[config.mk]
export PLATFORM = sky130hd
export DESIGN_NAME = wr_ptr_ctrl
export DESIGN_NICKNAME = d
export VERILOG_FILES = /design/src/rtl/async_fifo_pkg.sv /design/src/rtl/gray_sync.sv /design/src/rtl/wr_ptr_ctrl.sv
export SDC_FILE = /design/constraint.sdc
export NUM_CORES = 1
export LEC_CHECK = 0
export ABC_CLOCK_PERIOD_IN_PS = 2000
export CORE_MARGIN = 2
export CORE_UTILIZATION = 42
export CTS_BUF_LIST = sky130_fd_sc_hd__clkbuf_8 sky130_fd_sc_hd__clkbuf_16
export CTS_CLUSTER_DIAMETER = 80
export DETAILED_ROUTE_END_ITERATION = 7
export PLACE_DENSITY = 0.72
export SETUP_SLACK_MARGIN = 0.05
export SLEW_MARGIN = 20
export SYNTH_ARGS = -nofsm -noshare
export SYNTH_HDL_FRONTEND = slang
export SYNTH_HIERARCHICAL = 1
export SYNTH_SLANG_ARGS = --single-unit
[constraint.sdc]
create_clock -name wclk -period 2 [get_ports wclk]
set_input_delay 0.3 -clock wclk [delete_from_list [all_inputs] [get_ports wclk]]
set_output_delay 0.3 -clock wclk [all_outputs]
set_load 0.1 [all_outputs]
[src/rtl/async_fifo_pkg.sv]
// Shared definitions for the async FIFO pointer controllers: default sizes
// and the Gray/binary conversions used on both sides of the clock crossing.
package async_fifo_pkg;

  localparam int ADDR_W_DEF      = 3;
  localparam int SYNC_STAGES_DEF = 2;

  // Widest pointer any instance may use (ADDR_W up to 12, plus the wrap bit).
  // Narrower pointers are zero-extended into this width, which leaves both
  // conversions exact for every legal width.
  localparam int PTR_W_MAX = 13;

  typedef logic [PTR_W_MAX-1:0] ptrMax_t;

  function automatic ptrMax_t bin2gray(input ptrMax_t bin);
    return bin ^ (bin >> 1);
  endfunction

  function automatic ptrMax_t gray2bin(input ptrMax_t gray);
    ptrMax_t bin;
    bin = '0;
    bin[PTR_W_MAX-1] = gray[PTR_W_MAX-1];
    for (int i = PTR_W_MAX - 2; i >= 0; i--) begin
      bin[i] = bin[i+1] ^ gray[i];
    end
    return bin;
  endfunction

endpackage

[src/rtl/gray_sync.sv]
// Multi-flop synchroniser for a Gray-coded pointer crossing into this clock
// domain; shared by the write- and read-side pointer controllers.
module gray_sync #(
  parameter int WIDTH  = 4,
  parameter int STAGES = 2
) (
  input  logic             clk_i,
  input  logic             rst_i,
  input  logic [WIDTH-1:0] d_i,
  output logic [WIDTH-1:0] q_o
);

  logic [WIDTH-1:0] stage_q [STAGES];

  always_ff @(posedge clk_i or posedge rst_i) begin
    if (rst_i) begin
      for (int i = 0; i < STAGES; i++) begin
        stage_q[i] <= '0;
      end
    end else begin
      stage_q[0] <= d_i;
      for (int i = 1; i < STAGES; i++) begin
        stage_q[i] <= stage_q[i-1];
      end
    end
  end

  assign q_o = stage_q[STAGES-1];

endmodule

[src/rtl/wr_ptr_ctrl.sv]
// Write-side pointer and flag controller of the async FIFO: owns the write
// pointer, watches the synchronised read pointer and raises full/level flags.
module wr_ptr_ctrl
  import async_fifo_pkg::*;
#(
  parameter int ADDR_W       = ADDR_W_DEF,
  parameter int AFULL_THRESH = 6,
  parameter int SYNC_STAGES  = SYNC_STAGES_DEF
) (
  input  logic              wclk,
  input  logic              wr_rst,
  input  logic              wr_en,
  input  logic [ADDR_W:0]   rd_ptr_gray,
  input  logic              ovf_clr,
  output logic              wr_ack,
  output logic [ADDR_W-1:0] wr_addr,
  output logic [ADDR_W:0]   wrt_ptr_gray,
  output logic              full,
  output logic              almost_full,
  output logic [ADDR_W:0]   wr_count,
  output logic              overflow,
  output logic              overflow_sticky
);

  localparam int PTR_W = ADDR_W + 1;
  localparam logic [PTR_W-1:0] AFULL_LVL = PTR_W'(AFULL_THRESH);

  logic [PTR_W-1:0] ptrBin_q, ptrBin_d;
  logic [PTR_W-1:0] ptrGray_q, ptrGray_d;
  logic [PTR_W-1:0] fill_q, fill_d;
  logic             full_q, full_d;
  logic             afull_q, afull_d;
  logic             ovf_q, ovf_d;
  logic             sticky_q, sticky_d;
  logic             wrAck;
  logic [PTR_W-1:0] rdGraySync;
  logic [PTR_W-1:0] rdBin;

  gray_sync #(
    .WIDTH  (PTR_W),
    .STAGES (SYNC_STAGES)
  ) u_rd_sync (
    .clk_i (wclk),
    .rst_i (wr_rst),
    .d_i   (rd_ptr_gray),
    .q_o   (rdGraySync)
  );

  // Full compares Gray codes directly: the pointers are one lap apart when
  // the two top bits differ and the rest match. Because the read pointer is
  // seen late, the flags can only err towards "more full".
  always_comb begin
    wrAck     = wr_en & ~full_q & ~wr_rst;
    ptrBin_d  = ptrBin_q + PTR_W'(wrAck);
    ptrGray_d = PTR_W'(bin2gray(PTR_W_MAX'(ptrBin_d)));
    rdBin     = PTR_W'(gray2bin(PTR_W_MAX'(rdGraySync)));
    fill_d    = ptrBin_d - rdBin;
    full_d    = (ptrGray_d == {~rdGraySync[ADDR_W:ADDR_W-1], rdGraySync[ADDR_W-2:0]});
    afull_d   = (fill_d >= AFULL_LVL);
    ovf_d     = wr_en & full_q;
    sticky_d  = ovf_d | (sticky_q & ~ovf_clr);
  end

  always_ff @(posedge wclk or posedge wr_rst) begin
    if (wr_rst) begin
      ptrBin_q  <= '0;
      ptrGray_q <= '0;
      fill_q    <= '0;
      full_q    <= 1'b0;
      afull_q   <= 1'b0;
      ovf_q     <= 1'b0;
      sticky_q  <= 1'b0;
    end else begin
      ptrBin_q  <= ptrBin_d;
      ptrGray_q <= ptrGray_d;
      fill_q    <= fill_d;
      full_q    <= full_d;
      afull_q   <= afull_d;
      ovf_q     <= ovf_d;
      sticky_q  <= sticky_d;
    end
  end

  assign wr_ack          = wrAck;
  assign wr_addr         = ptrBin_q[ADDR_W-1:0];
  assign wrt_ptr_gray    = ptrGray_q;
  assign full            = full_q;
  assign almost_full     = afull_q;
  assign wr_count        = fill_q;
  assign overflow        = ovf_q;
  assign overflow_sticky = sticky_q;

endmodule

* Word level (Yosys, flattened, before mapping)
Index checks and enable logic that the tools add are counted.
** Word-level totals
- Register bits after elaboration :: 24
- Input bits :: 8
- Output and inout port bits :: 16
- Logic and storage cells :: 26
** Operators by class
- $add $sub $neg :: 2
- Magnitude comparators :: 1
- Equality and inequality tests :: 1
- Bitwise logic cells :: 13
** Operators with widths (count)
- 4-bit by 1-bit adder with 4-bit output :: 1
- 1-bit bitwise AND :: 4
- 4-bit == test :: 1
- 4-bit by 3-bit >= comparator with 1-bit output (second input constant) :: 1
- 4-bit subtractor :: 1
- 4-bit by 3-bit XOR with 4-bit output :: 1
- 1-bit inverter :: 3
- 1-bit XOR :: 3
- 2-bit inverter :: 1
- 1-bit bitwise OR :: 1

* Depth between registers and ports, before layout
Gate-level depths: netlist of run 1.
- Depth after elaboration :: 6
- Depth in mapped cells :: 9
- Gate-level depth less buffers :: 9

* Hierarchy
The synthesis of run 1 kept the hierarchy.
** Modules (own cells, without submodules)
- wr_ptr_ctrl :: times used 1, cells each 55, area an instance 709.4 um^2, seq. area each 375.4 um^2
- gray_sync :: times used 1, cells each 13, area an instance 234.0 um^2, seq. area each 200.2 um^2

* Worst setup path after synthesis of run 1
No wires, ideal clock.
- Path kind :: register to register
- From :: register full_q (netlist: full)
- To :: register afull_q (netlist: almost_full)
- Setup time :: 0.118 ns
- Arrival time :: 4.988 ns
- Data required time :: 1.882 ns
- Path slack :: -3.106 ns
- Cell stages (with the launch flop) :: 10
- Path buffers :: 0
- Clock period less this slack :: 5.106 ns
- Path through :: dfrtp_1 nor3b_1 ha_1 ha_1 xor2_2 ha_1 a21oi_1 o21ai_0 xor3_1 a21o_1
** Between the ends
- Cells in the longest elaborated chain, start to end :: 6
** RTL lines
- from (decl) :: RTL line wr_ptr_ctrl.sv:31 : logic full_q, full_d;
- from (signal assigned) :: RTL line wr_ptr_ctrl.sv:77 : full_q <= full_d;
- 1-bit inverter :: RTL line wr_ptr_ctrl.sv:53 : wrAck = wr_en & ~full_q & ~wr_rst;
- 1-bit bitwise AND (2 in series) :: RTL line wr_ptr_ctrl.sv:53
- net wr_ack :: RTL line wr_ptr_ctrl.sv:15 : output logic wr_ack,
- 4-bit by 1-bit adder with 4-bit output :: RTL line wr_ptr_ctrl.sv:54 : ptrBin_d = ptrBin_q + PTR_W'(wrAck);
- net ptrBin_d[2] :: RTL line wr_ptr_ctrl.sv:28 : logic [PTR_W-1:0] ptrBin_q, ptrBin_d;
- 4-bit subtractor :: RTL line wr_ptr_ctrl.sv:57 : fill_d = ptrBin_d - rdBin;
- net fill_d[3] :: RTL line wr_ptr_ctrl.sv:30 : logic [PTR_W-1:0] fill_q, fill_d;
- 4-bit by 3-bit >= comparator with 1-bit output :: RTL line wr_ptr_ctrl.sv:59 : afull_d = (fill_d >= AFULL_LVL);
- net afull_d :: RTL line wr_ptr_ctrl.sv:32 : logic afull_q, afull_d;
- to (signal assigned) :: RTL line wr_ptr_ctrl.sv:78 : afull_q <= afull_d;
- to (decl) :: RTL line wr_ptr_ctrl.sv:32
The timed path passes the listed nets, and every way through them passes these cells.

* Worst setup path in the final report of run 1
- From :: register full_q (netlist: full)
- To :: register afull_q (netlist: almost_full)
** Between the ends
- Cells in the longest elaborated chain, start to end :: 6
** RTL lines (RTL line)
- 1-bit inverter :: wr_ptr_ctrl.sv:53
- 1-bit bitwise AND (2 in series) :: wr_ptr_ctrl.sv:53
- 4-bit by 1-bit adder with 4-bit output :: wr_ptr_ctrl.sv:54
- net ptrBin_d[2] :: wr_ptr_ctrl.sv:28
- 4-bit subtractor :: wr_ptr_ctrl.sv:57
- net fill_d[3] :: wr_ptr_ctrl.sv:30
- 4-bit by 3-bit >= comparator with 1-bit output :: wr_ptr_ctrl.sv:59
- net afull_d :: wr_ptr_ctrl.sv:32
The timed path passes the listed nets, and every way through them passes these cells.

==> results.yml, run 1 <==
status:
  outcome: "finished with violations"
  violations: "negative setup slack"
sta:
  tightest_slew_ps: 299.2
  final-setup-viol-count: 4
  finalWorstSetupSlack_ps: -162.8
  clock-skew-final_ps: 1.323
  finalSetupTns_ps: -473.7
  relSlewSlack_pct: 80.04
  final_max_slew_viol_count: 0
  rsz0062_at_grt: "true"
  hold_viol_final: 0
  min_period_ps: 2163
  min_period_over_period_pct: 108.1
  fmax_mhz: 462.4
finish:
  regArea_um2: 579.3
  nets: 126
  drive_gt1_share_pct: 48.65
  fill_cells: 166
  fin_cells: 139
  areaGrowthSynthToFinish_pct: 53.18
  multi_input_comb_area_um2: 395.4
  layout_commonest_cell: "buf_4"
  final_cell_mix: "34 x buf_4, 22 x dfrtp_1, 7 x inv_1"
  num_antenna_cells: 0
worst_setup_path:
  rrSetupSlack_ps: -160
  crit_end: "almost_full"
  r2r_end: "almost_full"
  r2r-start: "full"
  crit_type: "reg2reg"
  required_ps: 2160
  worst_setup_path_start_kind: "flip-flop"
  cp-startpoint: "full"
  cp-end-kind: "flip-flop"
  reg2reg_depth: 9
  worstPathMaxFanout: 3
  cp_data_arrival_time_ps: 2320
placement:
  dpl.cell_count: 130
  dpl.hpwl_um: 1238
  port-buffer-count: 23
  gp_congestion: 0.7562
synth:
  yosysWarnings: 6
  yosysSeqAreaShare_pct: 61.01
  syn_avg_cell_area_um2: 13.87
  synth_area_um2: 943.4
  ys_ff_latch: 23
  syn-num-nets: 82
  syn_inst: 68
  ys_types: 18
clock_network:
  holdBufCountCts: 0
  numClockSinks: 23
  cts_root_buf: "clkbuf_8"
  htreeDepth: 1
  clockBufferDepth: 2
  cts_tree: "built"
  cts_buffers: 3
  clk_pin_slew_ps: 70
  clk_latency_ps: 260
routing:
  vias: 629
  route.detailed.drc: 0
  drt-initial-drc-count: 4
  dr.pass1.iters: 2
  drtAntennaViolNets: 0
  wire_per_inst_um: 11.76
  drt_wl_total_um: 1635
  via_per_inst: 4.525
die:
  initial_core_util_pct: 43.48
  dieHeight_um: 51.40
  io_pins: 24
  die_w_um: 51.40
  row_count: 17
  dieArea_um2: 2641
  core_um2: 2170
run:
  drv_cap: 0
grt:
  grt_first_pass_wirelength_um: 2677
  grt_overflow: 0
  antenna_found_initial: 0
  grtUsageTotal_pct: 14.59
  grt_pass1_vias: 648
  grt_max_degree: 13
hold_path:
  min_path_type: "in2async"
layer usage:
layer	track usage, %	wire [µm]	part of all wire (%)	vias up
met5	0	0	0	-
met4	10.96	79	4.8	0
met3	3.509	65	4.0	9
met2	25.21	838	51	19
met1	15.09	651	40	306
li1	-	-	-	295
worst min path at each step:
stage          slack, ps                to  depth (start not counted)                  from
2_1_floorplan        120  u_rd_sync/q_o[0]                          1                wr_rst
3_3_place_gp         340  u_rd_sync/q_o[1]                          0  u_rd_sync/stage_q[5]
3_5_place_dp         340  u_rd_sync/q_o[0]                          0  u_rd_sync/stage_q[4]
4_1_cts              280       wr_count[0]                          3                wr_rst
5_1_grt              290       wr_count[0]                          3                wr_rst
6_report             270  u_rd_sync/q_o[2]                          3                wr_rst
per-stage QoR:
step	cell area [µm²]	hold slack, ps	setup WS [ps]	util [%]
finish	1445	274.1	-162.8	66.61
global route	1445	292.7	-232.7	66.61
CTS	1425	275.2	-177.4	65.69
detailed placement	1346	340.5	-476.4	62.05
global placement	1346	335.5	-402.5	62.05
floorplan	1026	115.7	-1130	-
final cells by class:
class                      count  area share (%)
sequential                    23           40.09
multi-input combinational     32           27.36
timing repair buffer          43           24.50
clock buffer                   3           2.857
inverter                       9           2.511
tap                           28           2.424
clock inverter                 1          0.2597
synth_stat cells:
cell type | count | area share (%)
o21ai_0 | 1 | 0.53
nand3_1 | 3 | 1.6
ha_1 | 5 | 6.6
buf_4 | 4 | 3.2
xnor2_1 | 5 | 4.6
fa_1 | 1 | 2.1
a22oi_1 | 1 | 0.80
nand2_1 | 1 | 0.40
and2_1 | 1 | 0.66
or3_1 | 2 | 1.3
xor2_1 | 5 | 4.6
a21oi_1 | 1 | 0.53
xor2_2 | 2 | 3.4
a21o_1 | 2 | 1.6
xor3_1 | 1 | 2.5
inv_1 | 9 | 3.6
dfrtp_1 | 23 | 61
nor3b_1 | 1 | 0.80
critical path, cell delays in order (launching register included):
cell	delay, ps
dfrtp_4	490
nor3b_4	230
ha_4	180
ha_4	150
xor2_4	180
ha_4	230
a21oi_2	130
o21ai_1	80
xor3_1	210
a21o_1	160
sequential cells by signal, indices dropped and copies added, names as in the netlist:
name / cells
wr_count: 4
full: 1
ptrBin_q: 4
overflow_sticky: 1
almost_full: 1
wrt_ptr_gray: 3
u_rd_sync/stage_q: 4
u_rd_sync/q_o: 4
overflow: 1
what timing repair did:
| item | CTS | global route |
|---|---|---|
| setup buffers | 3 | 2 |
| endpoints found under the hold margin | 0 | 0 |
| gates resized for setup | 5 | 1 |
| endpoints found under the setup margin | 4 | 4 |
| pin swaps | 0 | 1 |
cell families (layout without fill, tap and decap cells):
| kind of cell | after synthesis | after routing | synth area share, % |
|---|---|---|---|
| adder cells (fa/ha/maj) | 6 | 6 | 8.753 |
| flip-flops | 23 | 23 | 61.01 |
| XOR/XNOR | 13 | 13 | 15.25 |
| AO/OA/AOI/OAI | 5 | 5 | 3.447 |
| AND/OR/NAND/NOR | 8 | 8 | 4.774 |
| buffers and inverters | 13 | 56 | 6.764 |
Power of run 1 is left out: the tool's default activity adds up to more than one toggle a clock period on the data nets, which glitch-free logic cannot reach.
==> inputs of run 2 (changes only) <==
--- a/config.mk
+++ b/config.mk
@@ -7,11 +7,12 @@
 export LEC_CHECK = 0
 export ABC_CLOCK_PERIOD_IN_PS = 2000
 export CORE_MARGIN = 2
-export CORE_UTILIZATION = 42
-export CTS_BUF_LIST = sky130_fd_sc_hd__clkbuf_8 sky130_fd_sc_hd__clkbuf_16
+export CORE_UTILIZATION = 44
+export CTS_BUF_LIST = sky130_fd_sc_hd__clkbuf_2
 export CTS_CLUSTER_DIAMETER = 80
 export DETAILED_ROUTE_END_ITERATION = 7
-export PLACE_DENSITY = 0.72
+export GPL_TIMING_DRIVEN = 0
+export PLACE_DENSITY = 0.75
 export SETUP_SLACK_MARGIN = 0.05
 export SLEW_MARGIN = 20
 export SYNTH_ARGS = -nofsm -noshare
==> results.yml, run 2 (same netlist as run 1, synthesis figures left out) <==
routing:
  wire_per_inst_um: 11.96
  dr.pass1.iters: 2
  drtAntennaViolNets: 0
  drt-initial-drc-count: 1
  vias: 575
  route.detailed.drc: 0
  via_per_inst: 4.492
  drt_wl_total_um: 1531
worst_setup_path:
  reg2reg_depth: 9
  r2r-start: "full"
  worstPathMaxFanout: 3
  required_ps: 2240
  cp_data_arrival_time_ps: 2470
  cp-end-kind: "flip-flop"
  crit_type: "reg2reg"
  r2r_end: "almost_full"
  rrSetupSlack_ps: -230
  worst_setup_path_start_kind: "flip-flop"
clock_network:
  clk_latency_ps: 320
  cts_buffers: 3
  clockBufferDepth: 2
  clk_pin_slew_ps: 200
  cts_tree: "built"
  cts_root_buf: "clkbuf_2"
  numClockSinks: 23
  htreeDepth: 1
finish:
  num_antenna_cells: 0
  final_cell_mix: "22 x dfrtp_1, 12 x dlygate4sd2_1, 10 x buf_4"
  nets: 116
  layout_commonest_cell: "dfrtp_1"
  areaGrowthSynthToFinish_pct: 44.03
  drive_gt1_share_pct: 31.68
die:
  die_w_um: 50.31
  core_um2: 2002
  io_pins: 24
  dieHeight_um: 50.31
  row_count: 16
  dieArea_um2: 2531
  initial_core_util_pct: 47.13
sta:
  min_period_ps: 2229
  rsz0062_at_grt: "true"
  relSlewSlack_pct: 35.58
  clock-skew-final_ps: 7.226
  final_max_slew_viol_count: 0
  fin_hold_ws_ps: 298.8
  final-setup-viol-count: 3
  hold_viol_final: 0
  finalWorstSetupSlack_ps: -229.2
  tightest_slew_ps: 970.2
  fmax_mhz: 448.6
  finalSetupTns_ps: -534.9
  min_period_over_period_pct: 111.5
hold_path:
  min_path_type: "in2async"
placement:
  gp_congestion: 0.6922
  dpl.hpwl_um: 1138
  port-buffer-count: 23
grt:
  grtUsageTotal_pct: 14.35
  grt_first_pass_wirelength_um: 2615
  grt_max_degree: 16
  antenna_found_initial: 0
  grt_pass1_vias: 569
  grt_overflow: 0
status:
  violations: "negative setup slack"
  outcome: "finished with violations"
run:
  drv_cap: 0
## run 2: worst max-delay path by stage
stage	start	endpoint	slack, ps	cells past startpoint
after floorplan	full	almost_full	-1130	9
after global placement	wr_rst	almost_full	-600	10
after detailed placement	wr_rst	almost_full	-610	10
after CTS	full	almost_full	-180	9
after global routing	full	almost_full	-340	9
final	full	almost_full	-230	9
## run 2: what timing repair did
item / in CTS / in global routing
endpoints found under the setup margin: 21 / 11
buffers inserted: 3 / 3
hold buffers: 0 / 0
gates resized for setup: 24 / 5
pin swaps: 1 / 2
## run 2: routing by layer
layer	wire, µm	GRT usage [%]	vias to the layer above
li1	-	-	279
met1	598	17.03	276
met2	846	25.00	16
met3	65	2.679	4
met4	21	6.757	0
met5	0	0	-
## run 2: layout make-up
class	count	area, µm²
plain buffers	4	30.03
clock buffers	4	20.02
fillers	153	643.1
inverters	9	36.28
multi-input cells	32	414.1
flip-flops and latches	23	579.3
well taps	27	33.78
repair buffers	29	245.2
## run 2: worst max-delay path, cell delays in order (launching register included)
cell	delay, ps
dfrtp_4	530
nor3b_4	220
ha_4	180
ha_4	150
xor2_4	210
ha_4	240
a21oi_2	130
o21ai_1	90
xor3_1	230
a21o_1	180
## run 2: stage by stage
stage               cells  util [%]  area [µm²]  worst slack (ps)
floorplan              68         -        1026             -1130
global placement      118     64.44        1290            -597.0
detailed placement    118     64.44        1290            -614.3
CTS                   125     66.75        1336            -177.9
global route          128     67.88        1359            -339.2
finish                128     67.88        1359            -229.2
Power of run 2 is left out for the same reason.
